<file path="src/rtl/mem_seq_arbiter.sv">
// Byte-serial arbiter: instruction fetch and load/store share one 8-bit memory port.
// Define ARB_ROUND_ROBIN_EN to alternate grants on contention (else data always wins).
module mem_seq_arbiter #(
    parameter int ADDR_W = 19
) (
    input  logic              clk,
    input  logic              rst_n,
    input  logic              i_req,
    input  logic [ADDR_W-1:0] i_addr,
    output logic              i_ack,
    output logic [31:0]       i_rdata,
    input  logic              d_req,
    input  logic              d_we,
    input  logic [1:0]        d_size,
    input  logic [ADDR_W-1:0] d_addr,
    input  logic [31:0]       d_wdata,
    output logic              d_ack,
    output logic              d_err,
    output logic [31:0]       d_rdata,
    output logic              mem_we,
    output logic [ADDR_W-1:0] mem_addr,
    output logic [7:0]        mem_wd,
    input  logic [7:0]        mem_rd
);

    typedef enum logic [1:0] {IDLE, ISSUE, DRAIN, RESP} state_t;

    state_t      state;
    logic        is_fetch;
    logic        is_store;
    logic        last_fetch;
    logic [1:0]  idx;
    logic [1:0]  last_idx;
    logic [23:0] wbuf;
    logic        grant_d;
    logic        d_bad;
    logic [1:0]  d_last;
    logic        cap_en;
    logic [1:0]  cap_pos;
    logic [4:0]  cap_bit;
    logic        unused_ok;

`ifdef ARB_ROUND_ROBIN_EN
    assign grant_d = d_req && (!i_req || last_fetch);
`else
    assign grant_d = d_req;
`endif

    assign unused_ok = ^{i_addr[1:0], last_fetch};

    assign d_bad = (d_size == 2'b11)
                 | ((d_size == 2'b01) & d_addr[0])
                 | ((d_size == 2'b10) & (|d_addr[1:0]));

    always_comb begin
        d_last = 2'd0;
        unique case (1'b1)
            (d_size == 2'b01): d_last = 2'd1;
            (d_size == 2'b10): d_last = 2'd3;
            default:           d_last = 2'd0;
        endcase
    end

    // Read byte k returns one cycle after its address, so capture lags issue by one.
    assign cap_en  = (state == DRAIN)
                   || ((state == ISSUE) && !is_store && (idx != 2'd0));
    assign cap_pos = (state == DRAIN) ? idx : idx - 2'd1;
    assign cap_bit = {cap_pos, 3'b000};

    always_ff @(posedge clk) begin
        if (!rst_n) begin
            state      <= IDLE;
            is_fetch   <= 1'b0;
            is_store   <= 1'b0;
            last_fetch <= 1'b1;
            idx        <= 2'd0;
            last_idx   <= 2'd0;
            wbuf       <= '0;
            i_ack      <= 1'b0;
            i_rdata    <= '0;
            d_ack      <= 1'b0;
            d_err      <= 1'b0;
            d_rdata    <= '0;
            mem_we     <= 1'b0;
            mem_addr   <= '0;
            mem_wd     <= '0;
        end else begin
            i_ack <= 1'b0;
            d_ack <= 1'b0;
            d_err <= 1'b0;
            if (cap_en) begin
                if (is_fetch) i_rdata[cap_bit +: 8] <= mem_rd;
                else          d_rdata[cap_bit +: 8] <= mem_rd;
            end
            case (state)
                IDLE: begin
                    if (grant_d) begin
                        last_fetch <= 1'b0;
                        is_fetch   <= 1'b0;
                        if (d_bad) begin
                            state <= RESP;
                            d_ack <= 1'b1;
                            d_err <= 1'b1;
                        end else begin
                            state    <= ISSUE;
                            is_store <= d_we;
                            idx      <= 2'd0;
                            last_idx <= d_last;
                            mem_addr <= d_addr;
                            mem_we   <= d_we;
                            mem_wd   <= d_wdata[7:0];
                            wbuf     <= d_wdata[31:8];
                            if (!d_we) d_rdata <= '0;
                        end
                    end else if (i_req) begin
                        last_fetch <= 1'b1;
                        is_fetch   <= 1'b1;
                        is_store   <= 1'b0;
                        state      <= ISSUE;
                        idx        <= 2'd0;
                        last_idx   <= 2'd3;
                        mem_addr   <= {i_addr[ADDR_W-1:2], 2'b00};
                        i_rdata    <= '0;
                    end
                end
                ISSUE: begin
                    if (idx == last_idx) begin
                        mem_we <= 1'b0;
                        if (is_store) begin
                            state <= RESP;
                            d_ack <= 1'b1;
                        end else begin
                            state <= DRAIN;
                        end
                    end else begin
                        idx      <= idx + 2'd1;
                        mem_addr <= mem_addr + ADDR_W'(1);
                        mem_wd   <= wbuf[7:0];
                        wbuf     <= wbuf >> 8;
                    end
                end
                DRAIN: begin
                    state <= RESP;
                    if (is_fetch) i_ack <= 1'b1;
                    else          d_ack <= 1'b1;
                end
                default: state <= IDLE;
            endcase
        end
    end

endmodule
</file>
<file path="config.mk">
export PLATFORM = sky130hd
export DESIGN_NAME = mem_seq_arbiter
export DESIGN_NICKNAME = d
export VERILOG_FILES = /design/src/rtl/mem_seq_arbiter.sv
export SDC_FILE = /design/constraint.sdc
export NUM_CORES = 1
export LEC_CHECK = 0
export ABC_CLOCK_PERIOD_IN_PS = 3400
export CORE_MARGIN = 2
export CORE_UTILIZATION = 45
export CTS_CLUSTER_DIAMETER = 120
export CTS_CLUSTER_SIZE = 30
export DETAILED_ROUTE_END_ITERATION = 6
export HOLD_SLACK_MARGIN = 0.06
export PLACE_DENSITY = 0.88
export RECOVER_POWER = 100
export SLEW_MARGIN = 20
export SYNTH_ARGS = -nofsm -noshare
export SYNTH_HDL_FRONTEND = slang
export SYNTH_SLANG_ARGS = --single-unit
</file>
<file path="constraint.sdc">
create_clock -name clk -period 3.4 [get_ports clk]
set_input_delay 0.51 -clock clk [delete_from_list [all_inputs] [get_ports clk]]
set_output_delay 0.51 -clock clk [all_outputs]
set_load 0.01 [all_outputs]
</file>
-- Word level (Yosys, flattened, before mapping)
Index checks and enable logic that the tools add are counted.
W data, S select, Z words.
- register bits: 127
- latch bits: 0
- RAM bits: 0
- bits in read-only memories: 0
- input bits: 85
- output and inout bits: 95
- logic and storage cells: 111
- memories: 0
- add/subtract/negate cells: 4
- multipliers: 0
- divide/modulo/power cells: 0
- $lt $le $gt $ge: 0
- eq/ne operators: 13
- shifts and indexed selects: 2
- multiplexer cells: 57
- bitwise gates (word level): 4
- reductions and logical operators: 17
- operators with widths (cell ; count):
    $mux W32 ; 11
    $mux W19 ; 4
    $mux W24 ; 3
    $bwmux W32 ; 2
    $pmux W24 S2 ; 1
    $pmux W19 S2 ; 1
    $shift A8 B7 Y32 const A ; 1
    $shiftx A8 B7 Y32 ; 1
    $mux W2 ; 12
    $mux W8 ; 3
    $add A19 B1 Y19 const B ; 1
    $pmux W8 S2 ; 1
    $mux W1 ; 14
    $reduce_and A4 Y1 ; 3
    $ne A2 B2 Y1 const B ; 4
    $pmux W2 S2 ; 2
    $reduce_and A2 Y1 ; 4
    $neg A5 Y7 ; 1
    $eq A2 B2 Y1 const B ; 3
    $ne A3 B3 Y1 const B ; 2
    $pmux W2 S3 ; 1
    $reduce_bool A2 Y1 ; 3
    $eq A2 B1 Y1 const B ; 2
    $pmux W1 S3 ; 1
    13 further kinds ; 16

-- Longest topological paths before layout
Gate-level depths: netlist (run 1).
- depth in word-level cells: 11
- mapped depth: 13
- gate-level depth less buffers: 10

-- Worst setup path before layout (run 1)
OpenSTA, ideal clock, no wires.
- path type: reg2reg
- start: register idx[0]
- end: register d_rdata[16]
- setup time: 0.071 ns
- data arrival time: 2.668 ns
- data required time: 3.329 ns
- path slack: 0.661 ns
- stages on the path, launching flop included: 13
- path buffers: 3
- period minus slack after synthesis: 2.739 ns
- cells stage by stage: dfxtp_1 inv_1 ha_1 mux2i_4 inv_2 ha_1 clkbuf_1 nor2_1 and3_2 buf_2 buf_2 nand3_1 a21oi_1
- word-level cells in the longest chain between the ends: 11
- elaborated cells between the ends (all ways): 15
- classes of those cells: add/sub: 2; shift: 2; mux: 8; reduce/logical: 3
- ends and longest elaborated chain (item ; line ; text):
    start: declaration ; 32 ; logic [1:0] idx;
    start signal: assignment ; 136 ; idx <= idx + 2'd1;
    $sub A2 B1 Y2 ; 67 ; assign cap_pos = (state == DRAIN) ? idx : idx - 2'd1;
    $mux W2 ; 67 ;
    $neg A5 Y7 ; 93 ; else d_rdata[cap_bit +: 8] <= mem_rd;
    $shiftx A8 B7 Y32 / $shift A8 B7 Y32 (equally long branches) ; 93 ;
    $bwmux W32 ; 93 ;
    $mux W32 ; 92 ; if (is_fetch) i_rdata[cap_bit +: 8] <= mem_rd;
    $mux W32 (*) ; 91 ; if (cap_en) begin
    $mux W32 ; 113 ; if (!d_we) d_rdata <= '0;
    $mux W32 ; 100 ; if (d_bad) begin
    $mux W32 ; 97 ; if (grant_d) begin
    $mux W32 (*) ; 95 ; case (state)
    end signal: indexed assignment ; 93 ;
    end: declaration ; 19 ; output logic [31:0] d_rdata,
Every way passes the cells marked *; elsewhere a longest branch is shown, timed or not.
A chain may end at the register's enable or synchronous reset.

-- Final worst setup path (run 1)
- start: input rst_n
- end: register d_ack
- RTL lines (item ; line ; text):
    start: declaration ; 7 ; input logic rst_n,
    end signal: assignment ; 81 ; d_ack <= 1'b0;
    end signal: assignment ; 89 ; d_ack <= 1'b0;
    end signal: assignment ; 102 ; d_ack <= 1'b1;
    end: declaration ; 17 ; output logic d_ack,
No word-level cell between the ends.

==> impl_metrics.env, run 1 <==
export IMPL_cts_made_buffers=17
export IMPL_cts_max_level=4
export IMPL_min_from="d_rdata[20]$_SDFF_PN0_"
export IMPL_wl_per_cell_um=15.90
export IMPL_ys_top_cells_by_area="dfxtp_1 (43%), mux2i_1 (11%), nor2_1 (7.8%), a21oi_1 (5.4%), a211oi_1 (3.9%)"
export IMPL_grt_use_met1=0.2988
export IMPL_critical_path_class="input pin to flip-flop"
export IMPL_ctsRootBufferMaster="clkbuf_16"
export IMPL_gr_usage_all_layers=0.2366
export IMPL_r2r_cells=10
export IMPL_yosys_top_cells_count="dfxtp_1 (127), nor2_1 (124), mux2i_1 (65)"
export IMPL_postCtsSetupBuffers=0
export IMPL_async_reset_ff_frac=0
export IMPL_yosys_register_bits=127
export IMPL_portBuffers=177
export IMPL_finalSetupViolations=0
export IMPL_cts_tree="done"
export IMPL_clock_latency_ps=420
export IMPL_fmax_mhz=333.5
export IMPL_grt_pass1_wl_um=26950
export IMPL_final_area_sq_um=8458
export IMPL_syn_to_final_growth_pct=41.99
export IMPL_end_kind="flip-flop"
export IMPL_grt_overflow_total=0
export IMPL_drc=0
export IMPL_cts_sinks=127
export IMPL_path_max_fanout=53
export IMPL_finalNetCount=947
export IMPL_cp_startpoint="rst_n"
export IMPL_synth_top_cell_by_area="dfxtp_1"
export IMPL_cts_resized_gates=0
export IMPL_cts_hold_fix_buffers=0
export IMPL_yosysWarnings=0
export IMPL_grt_pass1_vias=5415
export IMPL_slowest_delay_ps=980
export IMPL_path_buf_inv=3
export IMPL_worst_pin_slew_ps=1665
export IMPL_leakage_nw=3.311
export IMPL_hold_ws_ps=451.8
export IMPL_arrival_ps=3280
export IMPL_fin_cells=1039
export IMPL_syn_nets=788
export IMPL_grt_max_degree=66
export IMPL_routed_wl_um=16520
export IMPL_hp_class="flip-flop to flip-flop"
export IMPL_antenna_found_initial=0
export IMPL_p_sw_w=0.002394
export IMPL_cellInternalPower_w=0.004133
export IMPL_diodes=0
export IMPL_dieHeight_um=119.1
export IMPL_path_clk_slew_ps=60
export IMPL_die_area_sq_um=14170
export IMPL_pwr_share_seq=0.314
export IMPL_synth_edf_count=0
export IMPL_finalMaxSlewViolations=54
export IMPL_holdPathStages=2
export IMPL_ys_types=57
export IMPL_hold_viol_final=0
export IMPL_netlist_instances=691
export IMPL_start_util=0.4552
export IMPL_io_pins=180
export IMPL_finalCritPeriodShare=0.8818
export IMPL_drtIter0Drc=390
export IMPL_power_density_nw_per_um2=771.7
export IMPL_holdPathEnd="d_rdata[20]$_SDFF_PN0_"
export IMPL_drive_gt1_frac=0.07416
export IMPL_p_comb_frac=0.380
export IMPL_skew_ps=7.801
export IMPL_crit_chain="clkdlybuf4s50_1, clkbuf_1, inv_1, a311oi_1"
export IMPL_drt_first_pass_iters=5
export IMPL_status="complete, but fails checks"
export IMPL_met3_usage=0.06561
export IMPL_seq_area_frac_synth=0.4268
export IMPL_yosysMostFrequentCell="dfxtp_1"
export IMPL_synth_top_cell_area_share=0.4268
export IMPL_cp_required_ps=3680
export IMPL_cp_slowest_cell="inv_1"
export IMPL_pwr_share_clk=0.306
export IMPL_grt_busiest_layer="met2"
export IMPL_max_cap_viol_count=1
export IMPL_vias=5709
export IMPL_grt_setup_unrepaired="false"
export IMPL_ant_nets=0
export IMPL_synth_cell_area_sq_um=5957
export IMPL_p_sw_frac=0.3667
export IMPL_via_per_inst=5.495
export IMPL_r2r_end="d_rdata[16]$_SDFF_PN0_"
export IMPL_violations="max-capacitance violations, max-slew violations"
export IMPL_coreArea_sq_um=13090
export IMPL_use_met2=0.3912
export IMPL_syn_area_per_cell_sq_um=8.621
export IMPL_r2r_start="state[0]$_SDFFE_PN0P_"
export IMPL_min_period_ps=2998
export IMPL_dp_cells=1006
export IMPL_vdd_drop_max_uv=439.9
export IMPL_die_x_um=119.1
export IMPL_maxSlewHeadroom=-0.1114
export IMPL_fin_setup_tns_ps=0
export IMPL_routabilityCongestion=0.7995
export IMPL_start_kind="input pin"
export IMPL_dp_hpwl_um=11250
export IMPL_r2r_setup_slack_ps=520
export IMPL_row_count=42
export IMPL_cts_buffer_depth=2
export IMPL_place_area_sq_um=7816
export IMPL_synth_flop_cell="dfxtp_1"
export IMPL_crit_family="buffers and inverters"
==> worst max-delay path by stage <==
stage | slack, ps | endpoint | cells after the start
global placement | 680 | i_rdata[17]$_SDFF_PN0_ | 10
floorplan | 660 | d_rdata[16]$_SDFF_PN0_ | 12
finish | 400 | d_ack$_SDFF_PN0_ | 4
detailed placement | 560 | wbuf[10]$_SDFFE_PN0P_ | 9
CTS | 620 | d_rdata[16]$_SDFF_PN0_ | 10
global route | 260 | d_rdata[16]$_SDFF_PN0_ | 10
==> stage by stage <==
stage | power [W] | setup slack, ps | utilization
2_1_floorplan | 0.003787 | 661.1 | -
3_3_place_gp | 0.004534 | 682.1 | 0.5973
3_5_place_dp | 0.004599 | 558.6 | 0.5973
4_1_cts | 0.006615 | 616.1 | 0.6472
5_1_grt | 0.006930 | 263.5 | 0.6464
6_report | 0.006527 | 401.8 | 0.6464
==> cell usage in the layout (no fill, tap or decap), types with 6 or more instances in the layout <==
cell type and n:
a211oi_1 31, a21oi_1 64, a22oi_1 10, and2_0 8
and3_1 11, buf_4 6, clkbuf_16 17, clkdlybuf4s50_1 81
dfxtp_1 127, dlygate4sd3_1 96, ha_1 11, inv_1 14
mux2i_1 65, nand2_1 42, nand3_1 34, nand4_1 8
nor2_1 124, nor2b_1 8, o21ai_0 14
==> cell families (layout without fill, tap and decap cells) <==
family	count (synthesis)	count (layout)	synth area share
AND/OR/NAND/NOR	261	261	0.2071
buffers and inverters	61	233	0.04390
flip-flops	127	127	0.4268
adder cells (fa/ha/maj)	12	12	0.02520
multiplexers	69	69	0.1187
XOR/XNOR	3	3	0.007563
AO/OA/AOI/OAI	158	158	0.1708
==> power groups by stage <==
stage / registers [W] / clock network (W) / logic [W]
5_1_grt: 0.00209 / 0.00210 / 0.00274
4_1_cts: 0.00205 / 0.00202 / 0.00254
2_1_floorplan: 0.00210 / 0 / 0.00169
3_3_place_gp: 0.00206 / 0 / 0.00247
6_report: 0.00205 / 0.00200 / 0.00248
3_5_place_dp: 0.00208 / 0 / 0.00252
==> flip-flops by register name, indices dropped and copies added, names as in the netlist <==
name,cells
mem_addr,19
i_rdata,32
is_fetch,1
wbuf,24
d_err,1
idx,2
i_ack,1
is_store,1
d_rdata,32
mem_we,1
last_idx,2
state,2
mem_wd,8
d_ack,1
==> per-layer routing <==
layer  wire length, um  up-vias  part of all wire
met5                 0        -                 0
met4               250        0             0.015
met3              1254       25             0.076
met2              7916      236              0.48
met1              7094     2656              0.43
li1                  -     2792                 -
==> worst reg2reg max path: stages (launching register included) <==
cell	delay, ps
dfxtp_1	340
inv_1	90
ha_1	460
mux2i_4	440
inv_1	200
ha_1	330
nor2_1	120
buf_4	160
and3_2	380
nand3_1	130
a21oi_1	150
==> final cells by class <==
cell class                 instances  area (sq um)
tap                              176         220.2
sequential                       127          2542
fill                            1059          4627
inverter                          15         58.81
timing repair buffer             186          1829
clock inverter                    14         212.7
multi-input combinational        503          3156
clock buffer                      18         439.2
(Power assumes the default switching activity.)
==> inputs of run 2 (changes only) <==
GPL_ROUTABILITY_DRIVEN = 0   (was default)
==> results of run 2 <==
The final DEF is identical to that of run 1; final timing and power are the same.
==> inputs of run 3 (changes only) <==
CTS_BUF_LIST = sky130_fd_sc_hd__clkbuf_16   (was default)
==> impl_metrics.env, run 3 (synthesized netlist as in run 1, its figures left out) <==
export IMPL_start_kind="input pin"
export IMPL_place_area_sq_um=7816
export IMPL_seqCellArea_sq_um=2542
export IMPL_multi_input_area_sq_um=3156
export IMPL_syn_to_final_growth_pct=41.82
export IMPL_vdd_drop_max_uv=440.9
export IMPL_drtIter0Drc=378
export IMPL_r2r_start="state[0]$_SDFFE_PN0P_"
export IMPL_cts_max_level=4
export IMPL_skew_ps=8.157
export IMPL_drive_gt1_frac=0.07300
export IMPL_fmax_mhz=335.3
export IMPL_gr_usage_all_layers=0.2370
export IMPL_die_x_um=119.1
export IMPL_drc=0
export IMPL_finalNetCount=947
export IMPL_via_per_inst=5.512
export IMPL_leakage_nw=3.305
export IMPL_holdPathStages=2
export IMPL_power_density_nw_per_um2=769.6
export IMPL_violations="max-capacitance violations, max-slew violations"
export IMPL_min_from="d_rdata[20]$_SDFF_PN0_"
export IMPL_cp_slowest_cell="inv_1"
export IMPL_finalMaxSlewViolations=54
export IMPL_cts_made_buffers=17
export IMPL_grt_pass1_wl_um=27050
export IMPL_diodes=0
export IMPL_die_area_sq_um=14170
export IMPL_worst_pin_slew_ps=1649
export IMPL_routed_wl_um=16530
export IMPL_path_max_fanout=53
export IMPL_cts_buffer_depth=2
export IMPL_io_pins=180
export IMPL_clock_latency_ps=420
export IMPL_r2r_end="d_rdata[9]$_SDFF_PN0_"
export IMPL_vias=5727
export IMPL_finalSetupViolations=0
export IMPL_portBuffers=177
export IMPL_grt_setup_unrepaired="false"
export IMPL_path_clk_slew_ps=60
export IMPL_grt_max_degree=66
export IMPL_end_kind="flip-flop"
export IMPL_final_common_cell="dfxtp_1"
export IMPL_hold_ws_ps=451.7
export IMPL_critical_path_class="input pin to flip-flop"
export IMPL_cts_resized_gates=0
export IMPL_crit_chain="clkdlybuf4s50_1, clkbuf_1, inv_1, a311oi_1"
export IMPL_hold_viol_final=0
export IMPL_cp_required_ps=3680
export IMPL_dieHeight_um=119.1
export IMPL_slowest_delay_ps=970
export IMPL_grt_overflow_total=0
export IMPL_wl_per_cell_um=15.91
export IMPL_row_count=42
export IMPL_final_area_sq_um=8448
export IMPL_hp_class="flip-flop to flip-flop"
export IMPL_postCtsSetupBuffers=0
export IMPL_dp_hpwl_um=11250
export IMPL_arrival_ps=3260
export IMPL_start_util=0.4552
export IMPL_maxSlewHeadroom=-0.1006
export IMPL_r2r_setup_slack_ps=530
export IMPL_fin_setup_tns_ps=0
export IMPL_holdPathEnd="d_rdata[20]$_SDFF_PN0_"
export IMPL_antenna_found_initial=0
export IMPL_filler_cell_count=1053
export IMPL_max_cap_viol_count=1
export IMPL_status="complete, but fails checks"
export IMPL_finalCritPeriodShare=0.8772
export IMPL_coreArea_sq_um=13090
export IMPL_cts_hold_fix_buffers=0
export IMPL_final_cell_mix="dfxtp_1 (127), nor2_1 (124), dlygate4sd3_1 (96)"
export IMPL_drt_first_pass_iters=5
export IMPL_grt_pass1_vias=5420
export IMPL_cts_sinks=127
export IMPL_ctsRootBufferMaster="clkbuf_16"
export IMPL_path_buf_inv=3
export IMPL_min_period_ps=2982
export IMPL_top_regs="d_rdata: 32 flops, i_rdata: 32 flops, wbuf: 24 flops"
export IMPL_crit_family="buffers and inverters"
export IMPL_r2r_cells=10
export IMPL_ant_nets=0
export IMPL_cts_tree="done"
-- run 3: how the worst max path moves through the flow --
| stage | start | endpoint | slack (ps) | depth (start not counted) |
|---|---|---|---|---|
| 2_1_floorplan | idx[0]$_SDFFE_PN0P_ | d_rdata[16]$_SDFF_PN0_ | 660 | 12 |
| 3_3_place_gp | state[0]$_SDFFE_PN0P_ | i_rdata[17]$_SDFF_PN0_ | 680 | 10 |
| 6_report | rst_n | d_ack$_SDFF_PN0_ | 420 | 4 |
| 3_5_place_dp | d_size[0] | wbuf[10]$_SDFFE_PN0P_ | 560 | 9 |
| 5_1_grt | state[0]$_SDFFE_PN0P_ | d_rdata[16]$_SDFF_PN0_ | 260 | 10 |
| 4_1_cts | state[0]$_SDFFE_PN0P_ | d_rdata[16]$_SDFF_PN0_ | 620 | 10 |
-- run 3: tightest hold or removal path: cells and delay by family (launching register included) --
family / cells / cell delay (ps)
AOI/OAI and AO/OA: 1 / 50
DFF: 1 / 300
and+or+nand+nor: 1 / 50
-- run 3: metrics by stage --
stage | worst slack [ps] | util | total power (W) | instances
3_3_place_gp | 682.1 | 0.5973 | 0.004534 | 1006
2_1_floorplan | 661.1 | - | 0.003787 | 691
3_5_place_dp | 558.6 | 0.5973 | 0.004599 | 1006
5_1_grt | 263.5 | 0.6456 | 0.006910 | 1039
6_report | 417.5 | 0.6456 | 0.006501 | 1039
4_1_cts | 616.1 | 0.6464 | 0.006593 | 1038
-- run 3: final cells by class --
class,count,area share
clock inverter,15,0.02562
timing repair buffer,186,0.2165
tap,176,0.02607
multi-input combinational,503,0.3735
inverter,15,0.006961
clock buffer,17,0.05036
sequential,127,0.3009
-- run 3: layer usage --
metal / vias up / share of wire / global-route usage
met5: - / 0 / 0
met4: 0 / 0.015 / 0.07589
met3: 24 / 0.077 / 0.06753
met2: 249 / 0.49 / 0.3919
met1: 2660 / 0.42 / 0.2983
li1: 2794 / - / -
-- run 3: report_power, final --
part	switching (W)	total (W)	leakage, nW	internal (W)
Sequential	0.000251	0.00205	1.03	0.00180
Combinational	0.00146	0.00248	1.97	0.00102
Clock	0.000678	0.00197	0.303	0.00130
Total	0.00239	0.00650	3.31	0.00411
